**src/rtl/finger_pkg.sv**
```systemverilog
// Shared types and constants for the rhythm-game stages.
package finger_pkg;

  localparam int unsigned SCORE_W = 8;
  localparam int unsigned PAT_W   = 4;
  localparam int unsigned MISS_W  = 3;
  localparam int unsigned LFSR_W  = 8;

  localparam logic [SCORE_W-1:0] SCORE_MAX = 8'd255;
  localparam logic [LFSR_W-1:0]  LFSR_TAPS = 8'hB8;

  typedef enum logic [2:0] {
    ST_IDLE,
    ST_WAIT_BEAT,
    ST_ARMED,
    ST_RELEASE,
    ST_DONE
  } state_e;

  // An all-zero chord cannot be pressed, so it is replaced by a single button.
  function automatic logic [PAT_W-1:0] pattern_from_lfsr(input logic [PAT_W-1:0] nib);
    return (nib == '0) ? PAT_W'(1) : nib;
  endfunction

endpackage

```
**src/rtl/beat_judge_if.sv**
```systemverilog
// Player/beat inputs and judgement outputs of the beat_judge stage.
interface beat_judge_if;
  import finger_pkg::*;

  logic               start;
  logic               tick;
  logic [PAT_W-1:0]   btn;
  logic [PAT_W-1:0]   pattern;
  logic [SCORE_W-1:0] score;
  logic               C;
  logic [MISS_W-1:0]  misses;
  logic               game_over;

  modport master (
    output start, tick, btn,
    input  pattern, score, C, misses, game_over
  );

  modport slave (
    input  start, tick, btn,
    output pattern, score, C, misses, game_over
  );
endinterface

```
**src/rtl/beat_judge_lfsr8.sv**
```systemverilog
// Free-running 8-bit Fibonacci LFSR, polynomial x^8+x^6+x^5+x^4+1.
module lfsr8
  import finger_pkg::*;
(
  input  logic              clk,
  input  logic              res,
  input  logic [LFSR_W-1:0] seed,
  output logic [LFSR_W-1:0] q
);

  logic [LFSR_W-1:0] lfsr_q;
  logic [LFSR_W-1:0] lfsr_d;

  assign lfsr_d = {lfsr_q[LFSR_W-2:0], ^(lfsr_q & LFSR_TAPS)};

  always_ff @(posedge clk) begin
    if (res) lfsr_q <= seed;
    else     lfsr_q <= lfsr_d;
  end

  assign q = lfsr_q;

endmodule

```
**src/rtl/beat_judge.sv**
```systemverilog
// Beat pattern generator and chord judge: drives pattern/score/C to the display.
module beat_judge
  import finger_pkg::*;
#(
  parameter int unsigned       WINDOW     = 25_000_000,
  parameter int unsigned       MISS_LIMIT = 3,
  parameter logic [LFSR_W-1:0] SEED       = 8'hA5
) (
  input  logic         clk,
  input  logic         res,
  beat_judge_if.slave  bus
);

  localparam int unsigned        CNT_W    = (WINDOW > 1) ? $clog2(WINDOW) : 1;
  localparam logic [CNT_W-1:0]   CNT_LOAD = CNT_W'(WINDOW - 1);
  localparam logic [MISS_W-1:0]  MISS_MAX = MISS_W'(MISS_LIMIT);

  state_e             state_q, state_d;
  logic [PAT_W-1:0]   pattern_q, pattern_d;
  logic [SCORE_W-1:0] score_q, score_d;
  logic               c_q, c_d;
  logic [MISS_W-1:0]  misses_q, misses_d;
  logic               game_over_q, game_over_d;
  logic [CNT_W-1:0]   cnt_q, cnt_d;
  logic [PAT_W-1:0]   btn_prev_q;

  logic [LFSR_W-1:0]  lfsr_q;
  logic               unused_lfsr_hi;
  logic               press;
  logic               hit;
  logic [MISS_W-1:0]  misses_inc;
  logic [SCORE_W-1:0] score_inc;

  lfsr8 u_lfsr (
    .clk  (clk),
    .res  (res),
    .seed (SEED),
    .q    (lfsr_q)
  );

  assign unused_lfsr_hi = ^lfsr_q[LFSR_W-1:PAT_W];

  // Only a 0 -> nonzero transition counts, so a chord held into a window is ignored.
  assign press      = (bus.btn != '0) && (btn_prev_q == '0);
  assign hit        = (bus.btn == pattern_q);
  assign misses_inc = misses_q + MISS_W'(1);
  assign score_inc  = (score_q == SCORE_MAX) ? score_q : score_q + SCORE_W'(1);

  always_ff @(posedge clk) begin
    if (res) begin
      state_q     <= ST_IDLE;
      pattern_q   <= '0;
      score_q     <= '0;
      c_q         <= 1'b0;
      misses_q    <= '0;
      game_over_q <= 1'b0;
      cnt_q       <= '0;
      btn_prev_q  <= '0;
    end else begin
      state_q     <= state_d;
      pattern_q   <= pattern_d;
      score_q     <= score_d;
      c_q         <= c_d;
      misses_q    <= misses_d;
      game_over_q <= game_over_d;
      cnt_q       <= cnt_d;
      btn_prev_q  <= bus.btn;
    end
  end

  always_comb begin
    state_d   = state_q;
    pattern_d = pattern_q;
    score_d   = score_q;
    c_d       = c_q;
    misses_d  = misses_q;
    cnt_d     = cnt_q;

    case (state_q)
      ST_IDLE, ST_DONE: begin
        if (bus.start) begin
          state_d   = ST_WAIT_BEAT;
          pattern_d = '0;
          score_d   = '0;
          misses_d  = '0;
          c_d       = 1'b0;
        end
      end

      ST_WAIT_BEAT: begin
        if (bus.tick) begin
          pattern_d = pattern_from_lfsr(lfsr_q[PAT_W-1:0]);
          cnt_d     = CNT_LOAD;
          state_d   = ST_ARMED;
        end
      end

      ST_ARMED: begin
        if (press) begin
          pattern_d = '0;
          if (hit) begin
            score_d = score_inc;
            c_d     = 1'b1;
            state_d = ST_RELEASE;
          end else begin
            c_d      = 1'b0;
            misses_d = misses_inc;
            state_d  = (misses_inc == MISS_MAX) ? ST_DONE : ST_RELEASE;
          end
        end else if (cnt_q == '0) begin
          pattern_d = '0;
          c_d       = 1'b0;
          misses_d  = misses_inc;
          state_d   = (misses_inc == MISS_MAX) ? ST_DONE : ST_WAIT_BEAT;
        end else begin
          cnt_d = cnt_q - CNT_W'(1);
        end
      end

      ST_RELEASE: begin
        if (bus.btn == '0) state_d = ST_WAIT_BEAT;
      end

      default: state_d = ST_IDLE;
    endcase
  end

  assign game_over_d = (state_d == ST_DONE);

  assign bus.pattern   = pattern_q;
  assign bus.score     = score_q;
  assign bus.C         = c_q;
  assign bus.misses    = misses_q;
  assign bus.game_over = game_over_q;

endmodule

```
**src/flat_wrapper.sv**
```systemverilog
// flat-port wrapper written by rule: the top's interface ports become plain ports
module beat_judge_flat import finger_pkg::*;
#(
  parameter int unsigned       WINDOW     = 25_000_000,
  parameter int unsigned       MISS_LIMIT = 3,
  parameter logic [LFSR_W-1:0] SEED       = 8'hA5
)
  (clk, res, bus_start, bus_tick, bus_btn, bus_pattern, bus_score, bus_C, bus_misses, bus_game_over);
  beat_judge_if bus_i ();
  input  logic clk;
  input  logic res;
  input wire logic [$bits(bus_i.start)-1:0] bus_start;
  input wire logic [$bits(bus_i.tick)-1:0] bus_tick;
  input wire logic [$bits(bus_i.btn)-1:0] bus_btn;
  output wire logic [$bits(bus_i.pattern)-1:0] bus_pattern;
  output wire logic [$bits(bus_i.score)-1:0] bus_score;
  output wire logic [$bits(bus_i.C)-1:0] bus_C;
  output wire logic [$bits(bus_i.misses)-1:0] bus_misses;
  output wire logic [$bits(bus_i.game_over)-1:0] bus_game_over;
  assign bus_i.start = bus_start;
  assign bus_i.tick = bus_tick;
  assign bus_i.btn = bus_btn;
  assign bus_pattern = bus_i.pattern;
  assign bus_score = bus_i.score;
  assign bus_C = bus_i.C;
  assign bus_misses = bus_i.misses;
  assign bus_game_over = bus_i.game_over;
  beat_judge #(.WINDOW(WINDOW), .MISS_LIMIT(MISS_LIMIT), .SEED(SEED)) u_core (.clk(clk), .res(res), .bus(bus_i));
endmodule
```
**config.mk**
```make
export PLATFORM = sky130hd
export DESIGN_NAME = beat_judge_flat
export DESIGN_NICKNAME = d
export VERILOG_FILES = /design/src/rtl/finger_pkg.sv /design/src/rtl/beat_judge_if.sv /design/src/rtl/beat_judge_lfsr8.sv /design/src/rtl/beat_judge.sv /design/src/flat_wrapper.sv
export SDC_FILE = /design/constraint.sdc
export NUM_CORES = 1
export LEC_CHECK = 0
export ABC_AREA = 1
export BUFFER_PORTS_ARGS = -buffer_cell sky130_fd_sc_hd__buf_2
export CORE_MARGIN = 4
export CORE_UTILIZATION = 60
export CTS_CLUSTER_DIAMETER = 30
export DETAILED_ROUTE_END_ITERATION = 16
export GPL_TIMING_DRIVEN = 0
export PLACE_DENSITY = 0.9
export SYNTH_ARGS = -nofsm -noshare
export SYNTH_HDL_FRONTEND = slang
export SYNTH_SLANG_ARGS = --single-unit
```
**constraint.sdc**
```tcl
create_clock -name clk -period 2.1 [get_ports clk]
set_input_delay 0.42 -clock clk [delete_from_list [all_inputs] [get_ports clk]]
set_output_delay 0.42 -clock clk [all_outputs]
set_load 0.01 [all_outputs]
```
==> results of run 1 <==
[repair_timing]
item                                    in CTS  in global routing
endpoints found under the setup margin      20                 35
endpoints found under the hold margin        0                  0
pin swaps                                    1                  1
hold buffers                                 0                  0
resized for setup                            1                  3
buffers inserted                             3                  2
[worst min path at each step]
stage                     slack, ps  cells past startpoint                       endpoint                          start
after detailed placement        410                      1  u_core.u_lfsr.q[7]$_SDFF_PP1_  u_core.u_lfsr.q[6]$_SDFF_PP0_
after floorplan                 390                      1  u_core.u_lfsr.q[7]$_SDFF_PP1_  u_core.u_lfsr.q[6]$_SDFF_PP0_
after CTS                       270                      2  u_core.u_lfsr.q[3]$_SDFF_PP0_                            res
final                           280                      2  u_core.u_lfsr.q[3]$_SDFF_PP0_                            res
after global routing            280                      2  u_core.u_lfsr.q[3]$_SDFF_PP0_                            res
after global placement          390                      1  u_core.u_lfsr.q[7]$_SDFF_PP1_  u_core.u_lfsr.q[6]$_SDFF_PP0_
[power by group through the flow]
stage / Combinational [mW] / Clock (mW) / Sequential (mW)
after floorplan: 0.695 / 0 / 1.23
after global placement: 0.839 / 0 / 1.24
after detailed placement: 0.869 / 0 / 1.24
after CTS: 0.881 / 1.03 / 1.22
after global routing: 1.03 / 1.08 / 1.23
final: 0.916 / 1.02 / 1.22
[kinds of logic after synthesis]
family	count (synthesis)	synth area share, %
buffers and inverters	56	7.67
AND/OR/NAND/NOR	267	36.7
XOR/XNOR	24	6.64
adder cells (fa/ha/maj)	4	1.58
AO/OA/AOI/OAI	64	11.3
flip-flops	57	36.0
[per-stage QoR]
step	power (mW)	area [µm²]	setup TNS, ps
2_1_floorplan	1.93	3170	0
3_3_place_gp	2.08	3370	-2.63
3_5_place_dp	2.11	3370	-600
4_1_cts	3.13	3590	0
5_1_grt	3.34	3620	0
6_report	3.15	3620	0
[placed cells by master, fill, tap and decap left out, types with 4 or more instances in the layout]
master    count
nand2_1     114
nor2_1       86
dfxtp_1      57
inv_1        41
a21oi_1      41
nand3_1      35
buf_2        26
xnor2_1      13
nand4_1      12
o21ai_0      12
xor2_1       11
clkbuf_8     10
clkbuf_1      6
buf_4         5
nor2_4        4
buf_6         4
or2_2         4
[routing by layer]
| layer | share of wire [%] | vias to the layer above | GRT usage (%) |
|---|---|---|---|
| met2 | 49 | 151 | 45.0 |
| met3 | 8.9 | 28 | 7.40 |
| met5 | 0 | - | 0 |
| met1 | 40 | 1521 | 31.5 |
| li1 | - | 1594 | - |
| met4 | 2.9 | 0 | 12.0 |
[worst reg2reg max path, stage by stage, from the launching register on]
cell and delay [ps]:
dfxtp_1 320, inv_2 140, ha_4 200, inv_1 70, nor2_1 130, nand3_2 150
nor2_4 150, nor2_2 60, nor2_4 220, buf_6 190, nand2_1 70, a21oi_2 130
[state kept, by name (all words and copies together), names as in the netlist]
name and cells:
u_core.bus.game_over 1, u_core.bus.pattern 4, u_core.cnt_q 25, u_core.bus.score 8
u_core.btn_prev_q 4, u_core.bus.misses 3, u_core.bus.C 1, u_core.state_q 3
u_core.u_lfsr.q 8
[cell type report]
type / instances / area share [%]
inverters: 44 / 4.56
flip-flops and latches: 57 / 31.5
plain buffers: 12 / 2.14
clock buffers: 10 / 3.80
clock inverters: 5 / 1.55
well taps: 70 / 2.42
repair buffers: 29 / 4.35
multi-input cells: 359 / 49.7
==> key figures, run 1 <==
GRT
  – Global-route wire length before repair: about 13000 µm
  – GRT overflow: 0
  – Vias in the first global route: about 3100
  – Total GRT Usage: 26.7%
  – Initial antenna violation count: 0
  – Largest net degree at the start of global routing: 11

Setup path
  – Crit path top cell by count: nor2_4
  – Critical R2R Capture: u_core.cnt_q[15]$_SDFFE_PP0P_
  – Critical Path Slowest Stage Cell: dfxtp_1
  – Worst Setup SP: u_core.cnt_q[0]$_SDFFE_PP0P_
  – Crit path DAT: between 2000 and 2500 ps
  – CP cell instances: inv_2, ha_4, inv_1, nor2_1, nand3_2, nor2_4, nor2_2, nor2_4, buf_6, nand2_1, a21oi_2
  – Critical Path End: u_core.cnt_q[15]$_SDFFE_PP0P_
  – Largest stage delay on the critical path: between 300 and 400 ps
  – Crit-path max FO: 10
  – CP Launch Type: flip-flop
  – Worst r2r path cells: 11
  – Reg2reg setup slack: 200 ps
  – Worst path top cell family by delay: simple AND/OR/NAND/NOR gates
  – CP Capture Type: flip-flop
  – WS Path Type: flip-flop to flip-flop
  – Required @ worst endpoint: around 2400 ps
  – Crit path depth: 11
  – Worst R2R Start: u_core.cnt_q[0]$_SDFFE_PP0P_
  – CP bufs+invs: 3

Cells and area
  – Layout Utilization: 70.9%
  – Register Area: 0.00114 mm²
  – Final net count: between 500 and 600
  – Share of cells above drive strength 1: between 10% and 20%
  – Multi-input logic area: 0.00180 mm²
  – Fillers: about 440
  – Area delta synth->final: 14.4%
  – Post-Layout Cell Count: slightly below 600
  – N_diodes: 0

STA
  – Clock period minus worst slack: 1900 ps
  – Final count of hold timing violations: 0
  – Hold_ws: 284 ps
  – Setup repair after global routing missed its margin: false
  – Max_slew headroom: about 56%
  – Final setup fails: 0
  – Tcrit/Tclk final: around 90%
  – Fin worst setup slack: between 200 and 250 ps
  – Pins over their slew limit: 0
  – Worst-margin pin slew: around 660 ps
  – Fin Clk Skew: 8.91 ps
  – F_max: 0.527 GHz

Yosys
  – EDFF count, synth: 0
  – Area contributors post-synth: dfxtp_1 36%, nand2_1 14%, nor2_1 10%, a21oi_1 6.5%, nand3_1 5.7%
  – Top-area cell type share of the netlist area: a little over a third
  – Synth warn: 0
  – Largest area contributor in the netlist: dfxtp_1
  – Synth top cells by count: 114 x nand2_1, 86 x nor2_1, 57 x dfxtp_1
  – Post-synthesis net count: between 400 and 500
  – Post-Syn Instances: ~470
  – Syn Area/Cell: around 6.7 µm²
  – Count of cell types in the netlist: 31
  – Ys flop type: dfxtp_1
  – Count leader, synth: nand2_1
  – #FFs+latches synth: 57
  – Ys async rst share: 0%
  – Syn Std Cell Area: between 0.003 and 0.004 mm²
  – Seq/Total Area, Yosys: 36.0%

Power and ir drop
  – VDD IR max: around 0.66 mV
  – Internal power: around 2 mW
  – Switch Pwr: 1.10 mW
  – Combinational group share of total power: about 29%
  – Standby leakage power: 1.61 nW
  – Clock network power share: around 32%
  – Power share of the sequential group: about two fifths
  – Sw Share: a little over a third
  – PD cells: around 870 mW/mm²

Clocking
  – Root Driver: clkbuf_8
  – Clock Sinks: 57
  – CTS tree: done
  – Clock latency on the worst-skew pair: about 350 ps
  – Clock transition at path regs: about 70 ps
  – H-tree levels: 3
  – Inserted Clock Buffers: 9
  – Max Root-Sink Buffers: 2

Drt
  – DR DRC count: 0
  – Vias post-DR: 3294
  – WL per Instance: ~14 µm
  – 1st-iter DRT viols: 245
  – Final antenna-violating net count: 0
  – Via density: between 5 and 6
  – Routed WL: about 8000 µm
  – DRT Pass-1 Iters: 7

Die
  – Die Span Y: roughly 80 µm
  – Die width: approximately 80 µm
  – # IOs: 25
  – Core ar.: 0.00511 mm²
  – Die Area: roughly 0.0065 mm²
  – Row count: 26
  – Initial Util: between 60% and 70%

Place
  – Placed Instances: 566
  – RePlAce Congestion: 0.941
  – Detailed Place HPWL: around 5500 µm
  – PortBufs: 24
  – Dpl ws: -72.6 ps

Run
  – Max cap viols: 0

Run status
  – Outcome: complete, no violations

Hold path
  – Hold Crit Class: primary input to flip-flop
No activity file was read; power rests on OpenSTA's default activity.
==> inputs of run 2 (changes only) <==
- BUFFER_PORTS_ARGS: -buffer_cell sky130_fd_sc_hd__buf_2 -> -buffer_cell sky130_fd_sc_hd__clkbuf_2
==> run 2 against run 1 <==
  * Clock power up 18%
  * Core utilization up 0.44 points
  * Via count down 2.5%
  * First-iteration DRC count up 8.2%
  * Clock skew down 1.3 ps
  * Flip-flop and latch count unchanged
  * Power up 5.5%
  * Die area unchanged
  * Critical path depth unchanged
  * Combinational power down 0.7%
  * Wire length down 2.4%
  * Sequential share of layout area down 0.19 points
  * Critical path type unchanged
  * Largest cell class unchanged
  * Highest routed layer unchanged
==> key figures, run 2 (same netlist as run 1, synthesis figures left out) <==
Cells and area
  – Fin area: 0.00364 mm² (+0.62%)
  – Final net count: 523 (-0.19%)
  – Most flop-heavy register: u_core.cnt_q
  – Commonest non-fill, non-tap cell in the layout: nand2_1
  – Share of cells above drive strength 1: 14.0% (-0.55 points)
  – Most frequent cells in the layout: 114 x nand2_1, 86 x nor2_1, 57 x dfxtp_1
  – N_diodes: 0 (unchanged)
  – Largest register FFs: 25 (unchanged)
  – Area delta synth->final: 15.1%
  – Fillers: 423 (-3.6%)

GRT
  – Vias in the first global route: 3101 (+0.32%)
  – GRT overflow: 0 (unchanged)
  – Largest net degree at the start of global routing: 11 (unchanged)
  – Initial antenna violation count: 0 (unchanged)
  – Global-route wire length before repair: 13300 µm (-1.7%)
  – Total GRT Usage: 26.5% (-0.19 points)

Power and ir drop
  – Sw Share: 32.8% (-2.2 points)
  – Design Power: 3.33 mW (+5.5%)
  – VDD IR max: 0.491 mV (-25%)
  – PD cells: 913 mW/mm² (+4.9%)
  – Power share of the sequential group: 36.7% (-1.9 points)
  – Combinational group share of total power: 27.4% (-1.6 points)
  – Standby leakage power: 1.61 nW (about the same)
  – Clock network power share: 36.0% (+3.7 points)
  – Switch Pwr: 1.09 mW (-0.95%)
  – Internal power: 2.24 mW (+9.0%)

STA
  – Fin Clk Skew: 7.56 ps (-1.35 ps)
  – Worst-margin pin slew: 657 ps (-2.79 ps)
  – Final count of hold timing violations: 0 (unchanged)
  – Max_slew headroom: 56.2% (+0.19 points)
  – Final setup fails: 0 (unchanged)
  – Setup repair after global routing missed its margin: false
  – Setup tns final: 0 ps (unchanged)
  – Hold_ws: 282 ps (-1.92 ps)
  – Tcrit/Tclk final: 89.7% (-0.63 points)
  – F_max: 0.531 GHz (+0.71%)
  – Clock period minus worst slack: 1880 ps (-13.3 ps)
  – Fin worst setup slack: 216 ps (+13.3 ps)
  – Pins over their slew limit: 0 (unchanged)

Drt
  – Vias post-DR: 3213 (-2.5%)
  – Routed WL: 7850 µm (-2.4%)
  – DR DRC count: 0 (unchanged)
  – DRT Pass-1 Iters: 5 (-2)
  – Final antenna-violating net count: 0 (unchanged)
  – WL per Instance: 13.4 µm (-2.2%)
  – 1st-iter DRT viols: 265 (+8.2%)
  – Via density: 5.49 (-2.3%)

Place
  – Detailed Place HPWL: 5470 µm (-1.5%)
  – RePlAce Congestion: 0.963 (+2.3%)
  – Placed cell areas: 0.00337 mm² (unchanged)
  – PortBufs: 24 (unchanged)
  – Dpl ws: -110 ps (-36.9 ps)

Setup path
  – Largest stage delay on the critical path: 320 ps (about the same)
  – Worst R2R Start: u_core.cnt_q[0]$_SDFFE_PP0P_
  – Required @ worst endpoint: 2370 ps (about the same)
  – CP Launch Type: flip-flop
  – Critical Path Slowest Stage Cell: dfxtp_1
  – Crit-path max FO: 10 (unchanged)
  – Crit path DAT: 2160 ps (about the same)
  – Critical R2R Capture: u_core.cnt_q[13]$_SDFFE_PP0P_
  – WS Path Type: flip-flop to flip-flop
  – Worst r2r path cells: 11 (unchanged)
  – CP Capture Type: flip-flop
  – Reg2reg setup slack: 220 ps (about the same)
  – Crit path top cell by count: nor2_4
  – CP cell instances: inv_2, ha_4, inv_1, nor2_1, nand3_2, nor2_4, nor2_2, nor2_4, buf_6, nand2_1, a21oi_1

Hold path
  – Hold path startpoint: res
  – Hold Path End: u_core.u_lfsr.q[3]$_SDFF_PP0_
  – Hold Crit Class: primary input to flip-flop
  – Worst Hold Path Cells: 2 (unchanged)

Clocking
  – CTS tree: done
  – Clock latency on the worst-skew pair: 350 ps (about the same)
  – Max Root-Sink Buffers: 2 (unchanged)
  – H-tree levels: 3 (unchanged)
  – Clock Sinks: 57 (unchanged)
  – Clock transition at path regs: 60 ps (about the same)
  – Root Driver: clkbuf_8
  – Inserted Clock Buffers: 9 (unchanged)

Run status
  – Outcome: complete, no violations

Die
  – Row count: 26 (unchanged)
  – Die Span Y: 80.6 µm (unchanged)
  – Core ar.: 0.00511 mm² (unchanged)
  – # IOs: 25 (unchanged)
  – Die Area: 0.00650 mm² (unchanged)
  – Initial Util: 62.0% (unchanged)
  – Die width: 80.6 µm (unchanged)

Run
  – Max cap viols: 0 (unchanged)
[run 2: changes by cell type in the layout (fill, tap and decap cells not counted), moves of 2 or more]
cell and delta:
buf_2 -24, clkbuf_8 +2, clkbuf_2 +24, clkinv_2 -2
[run 2: worst max-delay path by stage]
stage	slack [ps]	endpoint	from	cells after the start
finish	220	u_core.cnt_q[13]$_SDFFE_PP0P_	u_core.cnt_q[0]$_SDFFE_PP0P_	11
global route	10	u_core.bus.game_over$_SDFF_PP0_	u_core.state_q[1]$_SDFF_PP0_	7
CTS	70	u_core.cnt_q[13]$_SDFFE_PP0P_	u_core.cnt_q[0]$_SDFFE_PP0P_	11
detailed placement	-110	u_core.cnt_q[13]$_SDFFE_PP0P_	u_core.cnt_q[0]$_SDFFE_PP0P_	10
global placement	-10	u_core.cnt_q[11]$_SDFFE_PP0P_	u_core.cnt_q[0]$_SDFFE_PP0P_	10
floorplan	290	u_core.cnt_q[11]$_SDFFE_PP0P_	u_core.cnt_q[0]$_SDFFE_PP0P_	10
[run 2: repair_timing]
| action | CTS | global route |
|---|---|---|
| pin swaps | 1 | 0 |
| endpoints found under the setup margin | 27 | 26 |
| gates resized for setup | 1 | 2 |
| hold buffers | 0 | 0 |
| buffers inserted | 4 | 0 |
[run 2: critical path: cells and delay by family, from the launching register on]
kind	cells	cell delay (ps)
buffers and inverters	3	390
AND/OR/NAND/NOR	6	740
adder cells (fa/ha/maj)	1	210
AO/OA/AOI/OAI	1	140
flip-flops	1	320
[run 2: routing by layer]
| layer | wire [µm] | track usage [%] | share of wire [%] |
|---|---|---|---|
| met5 | 0 | 0 | 0 |
| met3 | 528 | 4.26 | 6.7 |
| met2 | 3770 | 44.4 | 48 |
| met1 | 3330 | 30.4 | 42 |
| met4 | 225 | 19.1 | 2.9 |
[run 2: layout make-up]
class | instances | area, µm² | share of cell area, %
Clock buffer | 13 | 169 | 4.63
Tap cell | 70 | 87.6 | 2.40
Multi-Input combinational cell | 359 | 1790 | 49.2
Clock inverter | 2 | 60.1 | 1.65
Sequential cell | 57 | 1140 | 31.3
Inverter | 44 | 165 | 4.53
Buffer | 12 | 77.6 | 2.13
Timing Repair Buffer | 28 | 150 | 4.12
[run 2: stage by stage]
step	utilization, %	instances
global placement	66.0	566
global route	71.4	585
floorplan	-	472
detailed placement	66.0	566
finish	71.4	585
CTS	71.2	585
[run 2: power groups by stage]
stage / Clock [mW] / Sequential (mW) / Combinational (mW)
final: 1.20 / 1.22 / 0.910
after global routing: 1.25 / 1.23 / 1.02
after CTS: 1.20 / 1.22 / 0.889
after detailed placement: 0 / 1.24 / 0.869
after global placement: 0 / 1.24 / 0.840
after floorplan: 0 / 1.23 / 0.695
==> inputs of run 3 (changes only) <==
--- a/config.mk
+++ b/config.mk
@@ -14,4 +14,5 @@
 export GPL_TIMING_DRIVEN = 0
 export PLACE_DENSITY = 0.9
+export RECOVER_POWER = 50
 export SYNTH_ARGS = -nofsm -noshare
 export SYNTH_HDL_FRONTEND = slang
==> constraint.sdc (replaced) <==
create_clock -name clk -period 2.1 [get_ports clk]
set_input_delay 0.315 -clock clk [delete_from_list [all_inputs] [get_ports clk]]
set_output_delay 0.315 -clock clk [all_outputs]
set_load 0.01 [all_outputs]
==> run 3 against run 2 <==
  * First-iteration DRC count is 15% higher
  * Register-to-register slack worse by 50 ps
  * Non-clock buffer count unchanged
  * Via count rose by 0.31%
  * Highest routed layer unchanged
  * Flip-flop and latch count unchanged
  * Cell count stayed put
  * Power about the same
  * Core utilization is 0.59 points lower
  * Clock-buffer cell count is the same
  * Worst hold slack got worse by 84 ps
==> key figures, run 3 (same netlist as run 1, synthesis figures left out) <==
Clocking
  – Max Root-Sink Buffers: 2 (unchanged)
  – Inserted Clock Buffers: 9 (unchanged)
  – CTS tree: done
  – H-tree levels: 3 (unchanged)
  – Clock latency on the worst-skew pair: 350 ps (about the same)
  – Clock transition at path regs: 70 ps (about the same)
  – Root Driver: clkbuf_8
  – Clock Sinks: 57 (unchanged)

Cells and area
  – Post-Layout Cell Count: 585 (unchanged)
  – Area delta synth->final: 14.2%
  – Largest register FFs: 25 (unchanged)
  – N_diodes: 0 (unchanged)
  – Commonest non-fill, non-tap cell in the layout: nand2_1
  – Fin area: 0.00361 mm² (-0.82%)
  – Share of cells above drive strength 1: 10.1% (-3.9 points)
  – Fillers: 438 (+3.5%)
  – Most flop-heavy register: u_core.cnt_q
  – Most frequent cells in the layout: 114 x nand2_1, 87 x nor2_1, 57 x dfxtp_1
  – Final net count: 523 (unchanged)

Place
  – Placed Instances: 566 (unchanged)
  – Placed cell areas: 0.00337 mm² (unchanged)
  – RePlAce Congestion: 0.963 (unchanged)
  – Detailed Place HPWL: 5470 µm (unchanged)
  – PortBufs: 24 (unchanged)

GRT
  – GRT overflow: 0 (unchanged)
  – Global-route wire length before repair: 13300 µm (unchanged)
  – Initial antenna violation count: 0 (unchanged)
  – Largest net degree at the start of global routing: 11 (unchanged)
  – Total GRT Usage: 26.5% (unchanged)
  – Vias in the first global route: 3101 (unchanged)

Drt
  – Via density: 5.51 (+0.31%)
  – Routed WL: 7920 µm (+0.92%)
  – 1st-iter DRT viols: 306 (+15%)
  – Final antenna-violating net count: 0 (unchanged)
  – DRT Pass-1 Iters: 5 (unchanged)
  – Vias post-DR: 3223 (+0.31%)
  – DR DRC count: 0 (unchanged)
  – WL per Instance: 13.5 µm (+0.92%)

STA
  – Tcrit/Tclk final: 92.3% (+2.6 points)
  – Pins over their slew limit: 0 (unchanged)
  – Final setup fails: 0 (unchanged)
  – Worst-margin pin slew: 647 ps (-10.2 ps)
  – F_max: 0.516 GHz (-2.8%)
  – Final count of hold timing violations: 0 (unchanged)
  – Max_slew headroom: 56.9% (+0.68 points)
  – Clock period minus worst slack: 1940 ps (+54.3 ps)
  – Fin Clk Skew: 5.39 ps (-2.17 ps)
  – Setup repair after global routing missed its margin: false

Setup path
  – Worst r2r path cells: 11 (unchanged)
  – Critical Path End: u_core.cnt_q[13]$_SDFFE_PP0P_
  – Crit path depth: 11 (unchanged)
  – CP Capture Type: flip-flop
  – WS Path Type: flip-flop to flip-flop
  – Crit-path max FO: 10 (unchanged)
  – Worst path top cell family by delay: simple AND/OR/NAND/NOR gates
  – Crit path DAT: 2220 ps (+60 ps)
  – CP Launch Type: flip-flop
  – Worst Setup SP: u_core.cnt_q[0]$_SDFFE_PP0P_
  – Reg2reg setup slack: 160 ps (-50 ps)
  – CP bufs+invs: 3 (unchanged)
  – Critical Path Slowest Stage Cell: dfxtp_1
  – Largest stage delay on the critical path: 320 ps (about the same)
  – Required @ worst endpoint: 2380 ps (about the same)
  – Critical R2R Capture: u_core.cnt_q[13]$_SDFFE_PP0P_
  – CP cell instances: inv_2, ha_4, inv_1, nor2_1, nand3_1, nor2_4, nor2_1, nor2_4, buf_6, nand2_1, a21oi_1
  – Worst R2R Start: u_core.cnt_q[0]$_SDFFE_PP0P_

Power and ir drop
  – Standby leakage power: 1.55 nW (-4.0%)
  – PD cells: 921 mW/mm² (+0.89%)
  – Design Power: 3.33 mW (about the same)
  – VDD IR max: 0.495 mV (+0.93%)

Die
  – # IOs: 25 (unchanged)
  – Initial Util: 62.0% (unchanged)
  – Row count: 26 (unchanged)
  – Die width: 80.6 µm (unchanged)
  – Die Area: 0.00650 mm² (unchanged)
  – Die Span Y: 80.6 µm (unchanged)
  – Core ar.: 0.00511 mm² (unchanged)

Run status
  – Outcome: complete, no violations

Hold path
  – Hold Crit Class: primary input to flip-flop

Run
  – Max cap viols: 0 (unchanged)
==> run 3: cell count changes in the layout (fill, tap and decap cells not counted) <==
cell and change:
clkbuf_1 +18, nor2_2 -1, clkbuf_2 -18, nor2_1 +1
nand3_1 +1, nand3_2 -1
==> run 3: worst min path at each step <==
stage / start / to / slack [ps] / cells past startpoint
after floorplan: u_core.u_lfsr.q[6]$_SDFF_PP0_ / u_core.u_lfsr.q[7]$_SDFF_PP1_ / 390 / 1
after global placement: u_core.u_lfsr.q[6]$_SDFF_PP0_ / u_core.u_lfsr.q[7]$_SDFF_PP1_ / 390 / 1
after detailed placement: u_core.u_lfsr.q[6]$_SDFF_PP0_ / u_core.u_lfsr.q[7]$_SDFF_PP1_ / 400 / 1
after CTS: res / u_core.u_lfsr.q[3]$_SDFF_PP0_ / 170 / 2
after global routing: bus_btn[2] / u_core.btn_prev_q[2]$_SDFF_PP0_ / 230 / 3
final: bus_btn[2] / u_core.btn_prev_q[2]$_SDFF_PP0_ / 200 / 3
==> run 3: per-layer routing <==
metal  GRT usage [%]  part of all wire [%]
met5               0                     0
met2            44.4                    47
met4            19.1                   3.2
met3            4.26                   7.5
met1            30.4                    42
==> run 3: what timing repair did <==
| item | CTS | global route |
|---|---|---|
| resized for setup | 1 | 2 |
| setup endpoints to repair | 27 | 26 |
| hold buffers | 0 | 0 |
| setup buffers | 4 | 0 |
| pin swaps | 1 | 0 |
==> run 3: layout make-up <==
type / count / area [µm²] / area share, %
clock buffers: 13 / 169 / 4.67
inverters: 44 / 165 / 4.57
flip-flops and latches: 57 / 1140 / 31.6
well taps: 70 / 87.6 / 2.42
clock inverters: 2 / 60.1 / 1.66
multi-input cells: 359 / 1790 / 49.4
plain buffers: 12 / 77.6 / 2.15
repair buffers: 28 / 128 / 3.53
==> run 3: power breakdown <==
part           internal, mW  switching, mW  total, mW  leakage (nW)
logic                 0.318          0.585      0.903         0.969
clock network         0.759          0.445       1.20         0.116
registers              1.15         0.0686       1.22         0.466
total                  2.23           1.10       3.33          1.55
==> run 3: worst min-delay path, delay by kind of cell <==
family / cells / cell delay [ps]
buffers and inverters: 2 / 150
and+or+nand+nor: 1 / 40
==> run 3: through the flow <==
step | util (%) | hold WS (ps) | setup slack (ps) | setup TNS, ps
floorplan | - | 389 | 291 | 0
global placement | 66.0 | 392 | -14.7 | -69.4
detailed placement | 66.0 | 404 | -110 | -1300
CTS | 71.2 | 170 | 68.7 | 0
global route | 70.8 | 230 | 11.9 | 0
finish | 70.8 | 199 | 161 | 0
